File: config.mk
export PLATFORM = sky130hd
export DESIGN_NAME = clock_time_keeper
export DESIGN_NICKNAME = d
export VERILOG_FILES = /design/src/rtl/clock_time_keeper.sv
export SDC_FILE = /design/constraint.sdc
export NUM_CORES = 1
export LEC_CHECK = 0
export ABC_AREA = 1
export CORE_MARGIN = 8
export CORE_UTILIZATION = 56
export DETAILED_ROUTE_END_ITERATION = 8
export PLACE_DENSITY_LB_ADDON = 0.15
export SLEW_MARGIN = 30
export SYNTH_ARGS = -nofsm -noshare
export SYNTH_HDL_FRONTEND = slang
export SYNTH_SLANG_ARGS = --single-unit
File: constraint.sdc
create_clock -name CLOCK_1ms -period 5.8 [get_ports CLOCK_1ms]
set_input_delay 1.45 -clock CLOCK_1ms [delete_from_list [all_inputs] [get_ports CLOCK_1ms]]
set_output_delay 1.45 -clock CLOCK_1ms [all_outputs]
set_load 0.02 [all_outputs]
File: src/rtl/clock_time_keeper.sv
// Time-of-day register (mm:ss as 0..TIME_MAX seconds) with 1 s timebase,
// set-mode mirroring and alarm ringing control.
module clock_time_keeper #(
  parameter int unsigned TICKS_PER_SEC = 1000,
  parameter int unsigned TIME_MAX      = 3599,
  parameter int unsigned RING_SEC      = 30
) (
  input  logic        CLOCK_1ms,
  input  logic        RESET,
  input  logic        SET_ACTIVE,
  input  logic [11:0] TIME_SET,
  input  logic        time_flows,
  input  logic [11:0] ALARM_TIME,
  input  logic        ALARM_EN,
  input  logic        ALARM_ACK,
  output logic [11:0] TIME_CURR,
  output logic        CLOCK_1s,
  output logic        TICK_1s,
  output logic        ALARM_RING
);

  localparam int unsigned MsW   = $clog2(TICKS_PER_SEC);
  localparam int unsigned RingW = $clog2(RING_SEC) + 1;

  localparam logic [MsW-1:0]   MsLast   = MsW'(TICKS_PER_SEC - 1);
  localparam logic [MsW-1:0]   MsHalf   = MsW'(TICKS_PER_SEC / 2);
  localparam logic [11:0]      TimeMax  = 12'(TIME_MAX);
  localparam logic [RingW-1:0] RingLast = RingW'(RING_SEC - 1);

  typedef enum logic [0:0] {StIdle, StRinging} state_e;

  logic [MsW-1:0]   r_ms_cnt, w_ms_cnt_d;
  logic [11:0]      r_time, w_time_d, w_time_inc;
  logic             r_clk_1s, r_tick, r_set_d, r_ack_d;
  state_e           r_state, w_state_d;
  logic [RingW-1:0] r_ring_cnt, w_ring_cnt_d;
  logic             w_tick, w_set_fall, w_ack_rise, w_inc, w_exit;

  assign w_tick     = (r_ms_cnt == MsLast);
  assign w_set_fall = r_set_d && !SET_ACTIVE;
  assign w_ack_rise = ALARM_ACK && !r_ack_d;
  assign w_inc      = !SET_ACTIVE && w_tick && time_flows;
  assign w_time_inc = (r_time == TimeMax) ? 12'd0 : r_time + 12'd1;
  assign w_exit     = w_ack_rise || !ALARM_EN || SET_ACTIVE || (w_tick && (r_ring_cnt == RingLast));

  // Leaving set mode restarts the second so the first run second is full length.
  assign w_ms_cnt_d = (w_set_fall || w_tick) ? '0 : r_ms_cnt + MsW'(1);

  // The first set-mode cycle is skipped: the setting block is still loading from TIME_CURR.
  always_comb begin
    w_time_d = r_time;
    if (SET_ACTIVE) begin
      if (r_set_d) begin
        w_time_d = (TIME_SET > TimeMax) ? 12'd0 : TIME_SET;
      end
    end else if (w_tick && time_flows) begin
      w_time_d = w_time_inc;
    end
  end

  // Only a run-mode increment can start ringing; exit conditions take priority.
  always_comb begin
    w_state_d    = r_state;
    w_ring_cnt_d = r_ring_cnt;
    unique case (r_state)
      StIdle: begin
        if (w_inc && ALARM_EN && (w_time_inc == ALARM_TIME)) begin
          w_state_d    = StRinging;
          w_ring_cnt_d = '0;
        end
      end
      StRinging: begin
        if (w_exit) begin
          w_state_d = StIdle;
        end else if (w_tick) begin
          w_ring_cnt_d = r_ring_cnt + RingW'(1);
        end
      end
      default: w_state_d = StIdle;
    endcase
  end

  always_ff @(posedge CLOCK_1ms or posedge RESET) begin
    if (RESET) begin
      r_ms_cnt   <= '0;
      r_time     <= '0;
      r_clk_1s   <= 1'b0;
      r_tick     <= 1'b0;
      r_set_d    <= 1'b0;
      r_ack_d    <= 1'b0;
      r_state    <= StIdle;
      r_ring_cnt <= '0;
    end else begin
      r_ms_cnt   <= w_ms_cnt_d;
      r_time     <= w_time_d;
      r_clk_1s   <= (r_ms_cnt < MsHalf);
      r_tick     <= w_tick;
      r_set_d    <= SET_ACTIVE;
      r_ack_d    <= ALARM_ACK;
      r_state    <= w_state_d;
      r_ring_cnt <= w_ring_cnt_d;
    end
  end

  assign TIME_CURR  = r_time;
  assign CLOCK_1s   = r_clk_1s;
  assign TICK_1s    = r_tick;
  assign ALARM_RING = (r_state == StRinging);

endmodule

==> impl_metrics.csv <==
group,metric,value,unit
route,drc,0,
setup_path,crit_arrival,3.63,ns
clocking,insertion_delay,0.28,ns
die,die-area,6230,um2
placement,place.gp.congestion,0.859,
clocking,cts_resized,0,
clocking,cts_setup_buffers,0,
route,dr.pass1.iters,5,
die,fp-row-count,23,
sta,setup_violations,0,
sta,finalHoldViolations,0,
power,leakage,1.30,nW
setup_path,path_max_fanout,14,
logic_synthesis,synth_seq_cells,33,
logic_synthesis,yosysWarningCount,0,
logic_synthesis,syn_inst,322,
clocking,clk_pin_slew,0.07,ns
setup_path,worstPathRequired,6.01,ns
setup_path,cp_slowest_stage_delay,0.80,ns
setup_path,end_kind,"register",
clocking,cts_hold_buf,0,
global_route,track_usage,19.5,%
die,die_height,78.9,um
logic_synthesis,synth_area_per_cell,6.89,um2
final_layout,area_growth_syn_to_layout,27.4,%
power,peakVddDrop,0.152,mV
route,totalWireLength,5920,um
global_route,antenna_found_initial,0,
die,core-area,3910,um2
setup_path,critPathTopFamily,"buffers and inverters",
setup_path,cp_cell_sequence,"clkdlybuf4s50_1 > clkinv_1 > nor2_1 > nand2_1 > o21ai_0 > nand2_1 > o21ai_0",
clocking,cts_buffers,5,
sta,tightest_slew,0.735,ns
worst_hold_path,hold_path_class,"reg -> reg",
final_layout,post-route-util,72.2,%
final_layout,layout_commonest_cell,"nand2_1",
sta,whs,0.457,ns
setup_path,critPathKind,"in -> reg",
route,drtIter0Drc,152,
clocking,clock-sinks,33,
outcome,status,"finished clean",
sta,setup_tns,0,ns
logic_synthesis,syn_nets,356,
logic_synthesis,netlist_area,2220,um2
setup_path,startpoint_type,"input pin",
global_route,grt_max_degree,34,
logic_synthesis,ys_seq_area_share,37.2,%
final_layout,nets,406,
final_layout,num_antenna_cells,0,
setup_path,crit_buf_inv,2,
logic_synthesis,synthDistinctLibCells,32,
logic_synthesis,synth.largest_area_cell,"dfrtp_1",
sta,fmax,292,MHz
global_route,grt_overflow,0,
placement,portBuffers,44,
clocking,cts_root_buf,"clkbuf_8",
clocking,h-tree-depth,2,
route,vias,2323,
final_layout,final_cell_mix,"nand2_1, clkdlybuf4s50_1, inv_1, nor2_1, nand3_1",
global_route,grt_pass1_vias,2230,
clocking,cts_tree,"yes",
clocking,clockBufferDepth,2,
route,antenna_left,0,
global_route,grt_pass1_wl,9970,um
die,die_w,78.9,um
setup_path,critical_path.slowest_cell,"clkdlybuf4s50_1",
logic_synthesis,yosys.area.top_type_share,37.2,%
placement,post-dp-hpwl,4430,um
sta,finalClockSkew,0.00561,ns
die,start_util,56.7,%
route,routedWlPerCell,14.0,um
sta,rsz0062_at_grt,"no",
die,io_pins,45,
power,p_per_area,248,nW/um2
job,maxCapViolations,0,
sta,period_share,59.0,%
sta,drv_slew,0,
sta,period_minus_slack,3.42,ns
sta,slew_headroom,50.6,%
logic_synthesis,synth_area_leaders,"dfrtp_1, nand2_1, nand3_1",
route,via_per_inst,5.49,
final_layout,drive_above_1_share,7.51,%
[where the power goes]
group | internal [W] | switching (W) | total [W]
sequential | 0.000255 | 0.0000310 | 0.000286
clock | 0.000107 | 0.0000884 | 0.000196
combinational | 0.0000936 | 0.000127 | 0.000220
[worst reg2reg max path, cell delays in order, from the launching register on]
cell and delay, ns:
dfrtp_1 0.42, ha_1 0.25, nand3_2 0.14, inv_1 0.15
nand3_2 0.20, nand4_1 0.17, nand3_1 0.10, nor2_1 0.13
nand2_1 0.10, o21ai_4 0.26, nand2_4 0.11, nand2_1 0.09
nand2_1 0.06
[state kept, by name, indices dropped and copies added (netlist names)]
register / count
r_set_d: 1
TICK_1s: 1
ALARM_RING: 1
TIME_CURR: 12
r_ack_d: 1
r_ms_cnt: 10
r_ring_cnt: 6
CLOCK_1s: 1
[synth_stat cells]
| library cell | count |
|---|---|
| and3_1 | 2 |
| o21ai_0 | 13 |
| a31oi_1 | 5 |
| inv_1 | 38 |
| a21oi_2 | 1 |
| a21oi_1 | 10 |
| nand4_1 | 9 |
| nor2_2 | 4 |
| nand2_1 | 84 |
| xnor2_1 | 2 |
| nand2_2 | 6 |
| nor2_4 | 1 |
| nand2_4 | 1 |
| nor3_1 | 8 |
| inv_2 | 2 |
| nand3_1 | 35 |
| clkinv_1 | 1 |
| clkbuf_1 | 3 |
| xor2_1 | 3 |
| nor2_1 | 38 |
| nand3_2 | 2 |
| o21ai_1 | 3 |
| nor4_1 | 1 |
| o21ai_4 | 1 |
| dfrtp_1 | 33 |
| o2bb2ai_1 | 2 |
| nand3b_1 | 3 |
| o21a_1 | 2 |
| a211oi_1 | 1 |
| o41ai_1 | 1 |
| nor3b_1 | 3 |
| ha_1 | 4 |
[kinds of logic after synthesis]
family / share of synthesized area [%]
AND/OR/NAND/NOR: 40.5
adder cells (fa/ha/maj): 2.26
AO/OA/AOI/OAI: 10.6
flip-flops: 37.2
buffers and inverters: 7.45
XOR/XNOR: 1.97
[through the flow]
stage	area, um2	setup WS [ns]	cells	power [W]
after global routing	2830	2.17	423	0.000740
after global placement	2730	2.26	415	0.000504
after floorplan	2220	3.31	322	0.000422
final	2830	2.38	423	0.000702
after CTS	2830	2.38	423	0.000702
after detailed placement	2730	2.11	415	0.000508
[path summary, 6_finish.rpt]
check | from | to | slack [ns] | depth (start not counted)
min in group asynchronous | RESET | r_ms_cnt[4]$_DFF_PP0_ | 1.56 | 3
worst min register to register | r_ms_cnt[0]$_DFF_PP0_ | r_ms_cnt[0]$_DFF_PP0_ | 0.46 | 1
worst min-delay path | r_ms_cnt[0]$_DFF_PP0_ | r_ms_cnt[0]$_DFF_PP0_ | 0.46 | 1
worst max-delay path | SET_ACTIVE | TIME_CURR[0]$_DFFE_PP0P_ | 2.38 | 7
max in group asynchronous | RESET | TIME_CURR[8]$_DFFE_PP0P_ | 3.93 | 3
worst max register to register | TIME_CURR[1]$_DFFE_PP0P_ | r_ring_cnt[5]$_DFFE_PP0P_ | 3.52 | 12
[cell type report]
cell class              instances  area, um2
inverters                      41        154
clock inverters                 1       5.00
repair buffers                 46        455
clock buffers                   7       96.3
flip-flops and latches         33        826
multi-input cells             245       1230
fillers                       336       1090
well taps                      50       62.6
[routing by layer]
metal  wire length, um  GRT usage [%]
met4               127           6.85
met1              2510           23.5
met5                 0              0
met3               382           4.51
met2              2900           33.1
No activity file was read; power rests on OpenSTA's default activity.
